==> src/rtl/char_term_pkg.sv <==
// Shared ASCII codes and writer state encoding for the character terminal write path.
package char_term_pkg;

  localparam logic [7:0] ASCII_BS    = 8'h08;
  localparam logic [7:0] ASCII_LF    = 8'h0A;
  localparam logic [7:0] ASCII_FF    = 8'h0C;
  localparam logic [7:0] ASCII_CR    = 8'h0D;
  localparam logic [7:0] ASCII_SPACE = 8'h20;
  localparam logic [7:0] PRINT_LO    = 8'h20;
  localparam logic [7:0] PRINT_HI    = 8'h7E;

  typedef enum logic [1:0] {
    ST_IDLE,
    ST_CLR_LINE,
    ST_CLR_SCREEN
  } term_state_t;

  function automatic logic is_printable(input logic [7:0] c);
    return (c >= PRINT_LO) && (c <= PRINT_HI);
  endfunction

endpackage

==> src/rtl/char_clear_sweep.sv <==
// Cell sweep counter for line/screen clears: walks columns (and rows in screen
// mode) one cell per cycle; done is high while the final cell is presented.
module char_clear_sweep
  import char_term_pkg::*;
#(
  parameter int CHAR_HORZ_CNT = 80,
  parameter int CHAR_VERT_CNT = 30,
  parameter int CHAR_HORZ_W   = $clog2(CHAR_HORZ_CNT),
  parameter int CHAR_VERT_W   = $clog2(CHAR_VERT_CNT)
) (
  input  logic                   clk,
  input  logic                   rst,
  input  logic                   start,
  input  logic                   screen_mode,
  input  logic [CHAR_VERT_W-1:0] row_init,
  output logic                   active,
  output logic [CHAR_HORZ_W-1:0] col,
  output logic [CHAR_VERT_W-1:0] row,
  output logic                   done
);

  localparam logic [CHAR_HORZ_W-1:0] H_LAST = CHAR_HORZ_W'(CHAR_HORZ_CNT - 1);
  localparam logic [CHAR_VERT_W-1:0] V_LAST = CHAR_VERT_W'(CHAR_VERT_CNT - 1);

  logic screen;
  logic at_end;

  assign at_end = (col == H_LAST) && (!screen || (row == V_LAST));
  assign done   = active && at_end;

  always_ff @(posedge clk or negedge rst) begin
    if (!rst) begin
      active <= 1'b0;
      screen <= 1'b0;
      col    <= '0;
      row    <= '0;
    end else if (start) begin
      active <= 1'b1;
      screen <= screen_mode;
      col    <= '0;
      row    <= screen_mode ? '0 : row_init;
    end else if (active) begin
      if (col == H_LAST) begin
        col <= '0;
        if (at_end) active <= 1'b0;
        else        row    <= row + 1'b1;
      end else begin
        col <= col + 1'b1;
      end
    end
  end

endmodule

==> src/rtl/char_terminal_writer.sv <==
// Byte-stream to character-cell writer: cursor tracking, control codes, and
// line/screen clears driven through char_clear_sweep.
module char_terminal_writer
  import char_term_pkg::*;
#(
  parameter int CHAR_HORZ_CNT = 80,
  parameter int CHAR_VERT_CNT = 30,
  parameter int CHAR_HORZ_W   = $clog2(CHAR_HORZ_CNT),
  parameter int CHAR_VERT_W   = $clog2(CHAR_VERT_CNT)
) (
  input  logic                   clk,
  input  logic                   rst,
  input  logic                   in_valid,
  input  logic [7:0]             in_data,
  output logic                   in_ready,
  output logic [CHAR_HORZ_W-1:0] char_hpos,
  output logic [CHAR_VERT_W-1:0] char_vpos,
  output logic                   char_write_en,
  output logic [7:0]             char_symbol,
  output logic                   cursor_en,
  output logic [CHAR_HORZ_W-1:0] cursor_hpos,
  output logic [CHAR_VERT_W-1:0] cursor_vpos,
  output logic                   busy
);

  localparam logic [CHAR_HORZ_W-1:0] H_LAST = CHAR_HORZ_W'(CHAR_HORZ_CNT - 1);
  localparam logic [CHAR_VERT_W-1:0] V_LAST = CHAR_VERT_W'(CHAR_VERT_CNT - 1);

  term_state_t            state;
  logic [CHAR_HORZ_W-1:0] col;
  logic [CHAR_VERT_W-1:0] row;
  logic                   vld_p1;
  logic [CHAR_HORZ_W-1:0] hpos_p1;
  logic [CHAR_VERT_W-1:0] vpos_p1;
  logic [7:0]             sym_p1;

  logic                   acc, printable, col_wrap, row_adv;
  logic                   start_line, start_screen;
  logic [CHAR_VERT_W-1:0] row_nxt;

  logic                   sw_active, sw_done;
  logic [CHAR_HORZ_W-1:0] sw_col;
  logic [CHAR_VERT_W-1:0] sw_row;

  always_comb begin
    acc          = in_valid && in_ready && (state == ST_IDLE);
    printable    = is_printable(in_data);
    col_wrap     = printable && (col == H_LAST);
    row_adv      = acc && (col_wrap || (in_data == ASCII_LF));
    row_nxt      = row;
    if (row_adv) row_nxt = (row == V_LAST) ? '0 : row + 1'b1;
    // Only a wrap back to the top row needs that row cleared before reuse.
    start_line   = row_adv && (row == V_LAST);
    start_screen = acc && (in_data == ASCII_FF);
  end

  char_clear_sweep #(
    .CHAR_HORZ_CNT(CHAR_HORZ_CNT),
    .CHAR_VERT_CNT(CHAR_VERT_CNT),
    .CHAR_HORZ_W  (CHAR_HORZ_W),
    .CHAR_VERT_W  (CHAR_VERT_W)
  ) u_sweep (
    .clk        (clk),
    .rst        (rst),
    .start      (start_line || start_screen),
    .screen_mode(start_screen),
    .row_init   (row_nxt),
    .active     (sw_active),
    .col        (sw_col),
    .row        (sw_row),
    .done       (sw_done)
  );

  // Stage p0 -> p1: accepted byte decoded into cursor update and write strobe
  always_ff @(posedge clk or negedge rst) begin
    if (!rst) begin
      state    <= ST_IDLE;
      col      <= '0;
      row      <= '0;
      in_ready <= 1'b0;
      vld_p1   <= 1'b0;
      hpos_p1  <= '0;
      vpos_p1  <= '0;
      sym_p1   <= ASCII_SPACE;
    end else begin
      vld_p1 <= 1'b0;
      row    <= row_nxt;
      case (state)
        ST_IDLE: begin
          in_ready <= !(start_line || start_screen);
          if (start_line) state <= ST_CLR_LINE;
          if (acc) begin
            if (printable) begin
              vld_p1  <= 1'b1;
              hpos_p1 <= col;
              vpos_p1 <= row;
              sym_p1  <= in_data;
              col     <= col_wrap ? '0 : col + 1'b1;
            end else begin
              case (in_data)
                ASCII_CR: col <= '0;
                ASCII_BS: begin
                  if (col != '0) begin
                    col     <= col - 1'b1;
                    vld_p1  <= 1'b1;
                    hpos_p1 <= col - 1'b1;
                    vpos_p1 <= row;
                    sym_p1  <= ASCII_SPACE;
                  end
                end
                ASCII_FF: begin
                  state <= ST_CLR_SCREEN;
                  col   <= '0;
                  row   <= '0;
                end
                default: ;
              endcase
            end
          end
        end
        default: begin
          in_ready <= sw_done;
          if (sw_done) state <= ST_IDLE;
        end
      endcase
    end
  end

  assign busy          = (state != ST_IDLE);
  assign cursor_en     = (state == ST_IDLE);
  assign cursor_hpos   = col;
  assign cursor_vpos   = row;
  assign char_write_en = busy ? sw_active   : vld_p1;
  assign char_hpos     = busy ? sw_col      : hpos_p1;
  assign char_vpos     = busy ? sw_row      : vpos_p1;
  assign char_symbol   = busy ? ASCII_SPACE : sym_p1;

endmodule

==> config.mk <==
export PLATFORM = sky130hd
export DESIGN_NAME = char_terminal_writer
export DESIGN_NICKNAME = d
export VERILOG_FILES = /design/src/rtl/char_term_pkg.sv /design/src/rtl/char_clear_sweep.sv /design/src/rtl/char_terminal_writer.sv
export SDC_FILE = /design/constraint.sdc
export NUM_CORES = 1
export LEC_CHECK = 0
export CORE_ASPECT_RATIO = 0.5
export CORE_MARGIN = 5
export CORE_UTILIZATION = 40
export DETAILED_ROUTE_END_ITERATION = 6
export MAX_ROUTING_LAYER = met4
export PLACE_DENSITY_LB_ADDON = 0.25
export SETUP_SLACK_MARGIN = 0.4
export SYNTH_ARGS = -nofsm -noshare
export SYNTH_HDL_FRONTEND = slang
export SYNTH_SLANG_ARGS = --single-unit
==> constraint.sdc <==
create_clock -name clk -period 2.1 [get_ports clk]
set_clock_uncertainty 0.1 [all_clocks]
set_input_delay 0.21 -clock clk [delete_from_list [all_inputs] [get_ports clk]]
set_output_delay 0.21 -clock clk [all_outputs]
set_load 0.005 [all_outputs]
==> results.md <==
- First-pass GRT wire length: about 16000 µm
- Syn nets: 318
- GRT Overall Usage: 0.211
- FP Rows: 22
- Final setup viols: 0
- Clk buf depth: 2
- M1 WL: 4610 µm
- P_leak: between 0.002 and 0.0025 µW
- Post-Syn Area: 2950 µm²
- Io pins: 47
- WL final: 10500 µm
- Clock tree sinks: 50
- Worst slew pin tran: 0.659 ns
- Sequential fraction of the synthesis area: 0.424
- Most common cell in the synthesized netlist: dfrtp_1
- Maximum vdd drop: 0.000287 V
- Post-synth top area share: 0.415
- Avg Cell Area, Syn: 9.88 µm²
- Num CTS Buffers: 5
- RePlAce Congestion: roughly 0.9
- CP required: between 1.5 and 2 ns
- Detailed Route Iter0 Violations: 159
- Fillers: 464
- Met3 wire len: between 400 and 500 µm
- Top FF cell, synth: dfrtp_1
- Max-slew violation count: 0
- Distinct cells, synth: 60
- Die H: 70.8 µm
- Hold Vio Cnt, Final: 0
- Area leader, netlist: dfrtp_1
- Synth Warn #: 0
- Hpwl dp: around 5900 µm
- Fin util: 0.704
- CTS root buf: clkbuf_16
- Port Buffer Count: 46
- Largest net degree at the start of global routing: 51
- Post-synth top cells: 49 x dfrtp_1, 23 x nor2_1, 19 x nand2_1, 17 x o21ai_0, 14 x mux2_2
- Area growth from synthesis to layout: 73.1%
- Combinational power share: 0.074
- Die area: 9310 µm²
- Vias per inst: 5.72
- Unrepaired setup endpoints after global routing: true
- Slew headroom: 0.561
- Final net count: 457
- Total number of vias: 3052
- Uppermost routed layer: met4
- Crit start category: flop
- TritonRoute pass-1 iters: 5
- Crit path capture type: primary output
- Setup tns final: 0 ns
- Crit path arrival time: between 1.5 and 2 ns
- Core ar.: 7270 µm²
- Met2 routed WL: 5220 µm
- Final Non-Filler Cells: 534
- DRC errors left: 0
- Initial Util: 0.407
- Seq. cell area: 1260 µm²
- Initial antenna violation count: 0
- Clock Pin Slew Worst Setup and Hold Paths: 0.07 ns
- Max-cap check violation count: 0
- Vias in the first global route: 3040
- H-Tree Level Count: 2
- Ys async rst share: 1.00
- Status: complete, no violations
- TritonCTS clock tree: done
- Crit Path Class: reg2out
- Register share of total power: 0.505
- Largest fanout on the critical path: 4
- Sw Ratio: 0.235
- Cells after DPL: 474
- Maximum clock rate: 508 MHz
- Internal: roughly 1500 µW
- Pwr Density: about 370 nW/µm²
- Clk pwr share: 0.421
- Grt ovf: 0
- Clk Latency, worst-skew pair: 0.29 ns
- Share of post-route cells with drive strength above 1: 0.548
- Multi-input gate area: 2080 µm²
- Drt wl/cell: 19.6 µm
- Antenna-violating nets left: 0
- Post-Syn Instances: 299
- Flops & latches, synth: 50
- Synth area leaders: dfrtp_1 42%, mux2_2 5.3%, ha_1 3.4%
- Fin crit period: between 1.5 and 2 ns
- Number of diodes: 0
- EDFF count, synth: 0
- Min-Delay Path Class: in2reg
- NetSw: about 450 µW
- Die X: between 100 and 150 µm
- Post-route clock period utilization: 0.937
==> worst paths after layout <==
| path | startpoint | slack [ns] | cells past startpoint | end |
|---|---|---|---|---|
| worst min register to register | sym_p1[7] | 0.41 | 1 | sym_p1[7] |
| max in group asynchronous | rst | 0.96 | 3 | in_ready |
| min in group asynchronous | rst | 0.47 | 3 | sym_p1[3] |
| worst max-delay path | state[1] | 0.13 | 6 | char_vpos[0] |
| worst max register to register | cursor_hpos[1] | 0.15 | 8 | hpos_p1[1] |
| worst min-delay path | in_data[6] | 0.15 | 3 | sym_p1[6] |
==> critical path, cell delays in order (launching register included) <==
cell and delay, ns:
dfrtp_1 0.39, or2_4 0.27, inv_4 0.07, buf_12 0.11, buf_12 0.11, mux2_4 0.30
buf_6 0.11
==> layer usage <==
layer	vias up	global-route usage
li1	1382	-
met1	1550	0.258
met2	100	0.373
met3	20	0.0298
met4	0	0.0502
met5	-	-
==> kinds of logic (layout without fill, tap and decap cells) <==
kind of cell / after synthesis / after routing / share of synthesized area
AOI/OAI and AO/OA: 77 / 77 / 0.188
adders and majority gates: 8 / 8 / 0.0339
and+or+nand+nor: 104 / 105 / 0.193
DFF: 50 / 50 / 0.424
muxes: 21 / 21 / 0.0822
xor gates and xnor gates: 12 / 12 / 0.0356
buffers and inverters: 27 / 165 / 0.0440
==> cell usage in the layout, fill, tap and decap left out, types with 8 or more instances in the layout <==
cell type,n
nand2_1,18
dfrtp_1,46
xnor2_1,9
buf_4,66
o21ai_1,8
clkdlybuf4s50_1,10
nor2_1,10
o21ai_2,8
mux2_4,18
buf_6,41
inv_1,8
==> stage by stage <==
stage                     total power (µW)  hold WS (ns)  area, µm²  setup WS [ns]
after global routing                  1960         0.161       5110         0.0679
final                                 1910         0.151       5110          0.132
after global placement                1100         0.259       3880         -0.345
after CTS                             1910         0.150       4780          0.148
after floorplan                       1020        -0.186       3020          0.250
after detailed placement              1110         0.264       3880         -0.389
==> power groups by stage <==
stage | clock (µW) | sequential, µW | combinational (µW)
6_report | 803 | 962 | 141
5_1_grt | 849 | 962 | 154
4_1_cts | 811 | 962 | 132
3_5_place_dp | 0 | 981 | 126
3_3_place_gp | 0 | 981 | 124
2_1_floorplan | 0 | 981 | 38.3
==> sequential cells by signal (all words and copies together), names as in the netlist <==
register        cells
u_sweep.col         7
vpos_p1             5
cursor_hpos         7
u_sweep.active      1
sym_p1              8
vld_p1              1
in_ready            1
u_sweep.screen      1
hpos_p1             7
u_sweep.row         5
state               2
cursor_vpos         5
==> layout make-up <==
cell class,instances,share of cell area
multi-input combinational,223,0.407
timing repair buffer,146,0.285
sequential,50,0.246
clock buffer,5,0.0245
tap,96,0.0235
inverter,12,0.0113
clock inverter,2,0.00294
==> repair_timing <==
action | in CTS | in global routing
pin swaps | 34 | 23
buffers inserted | 37 | 10
endpoints found under the setup margin | 75 | 75
hold buffers | 1 | 0
gates cloned | 5 | 0
resized for setup | 213 | 58
endpoints found under the hold margin | 49 | 0
(Power assumes the default switching activity.)
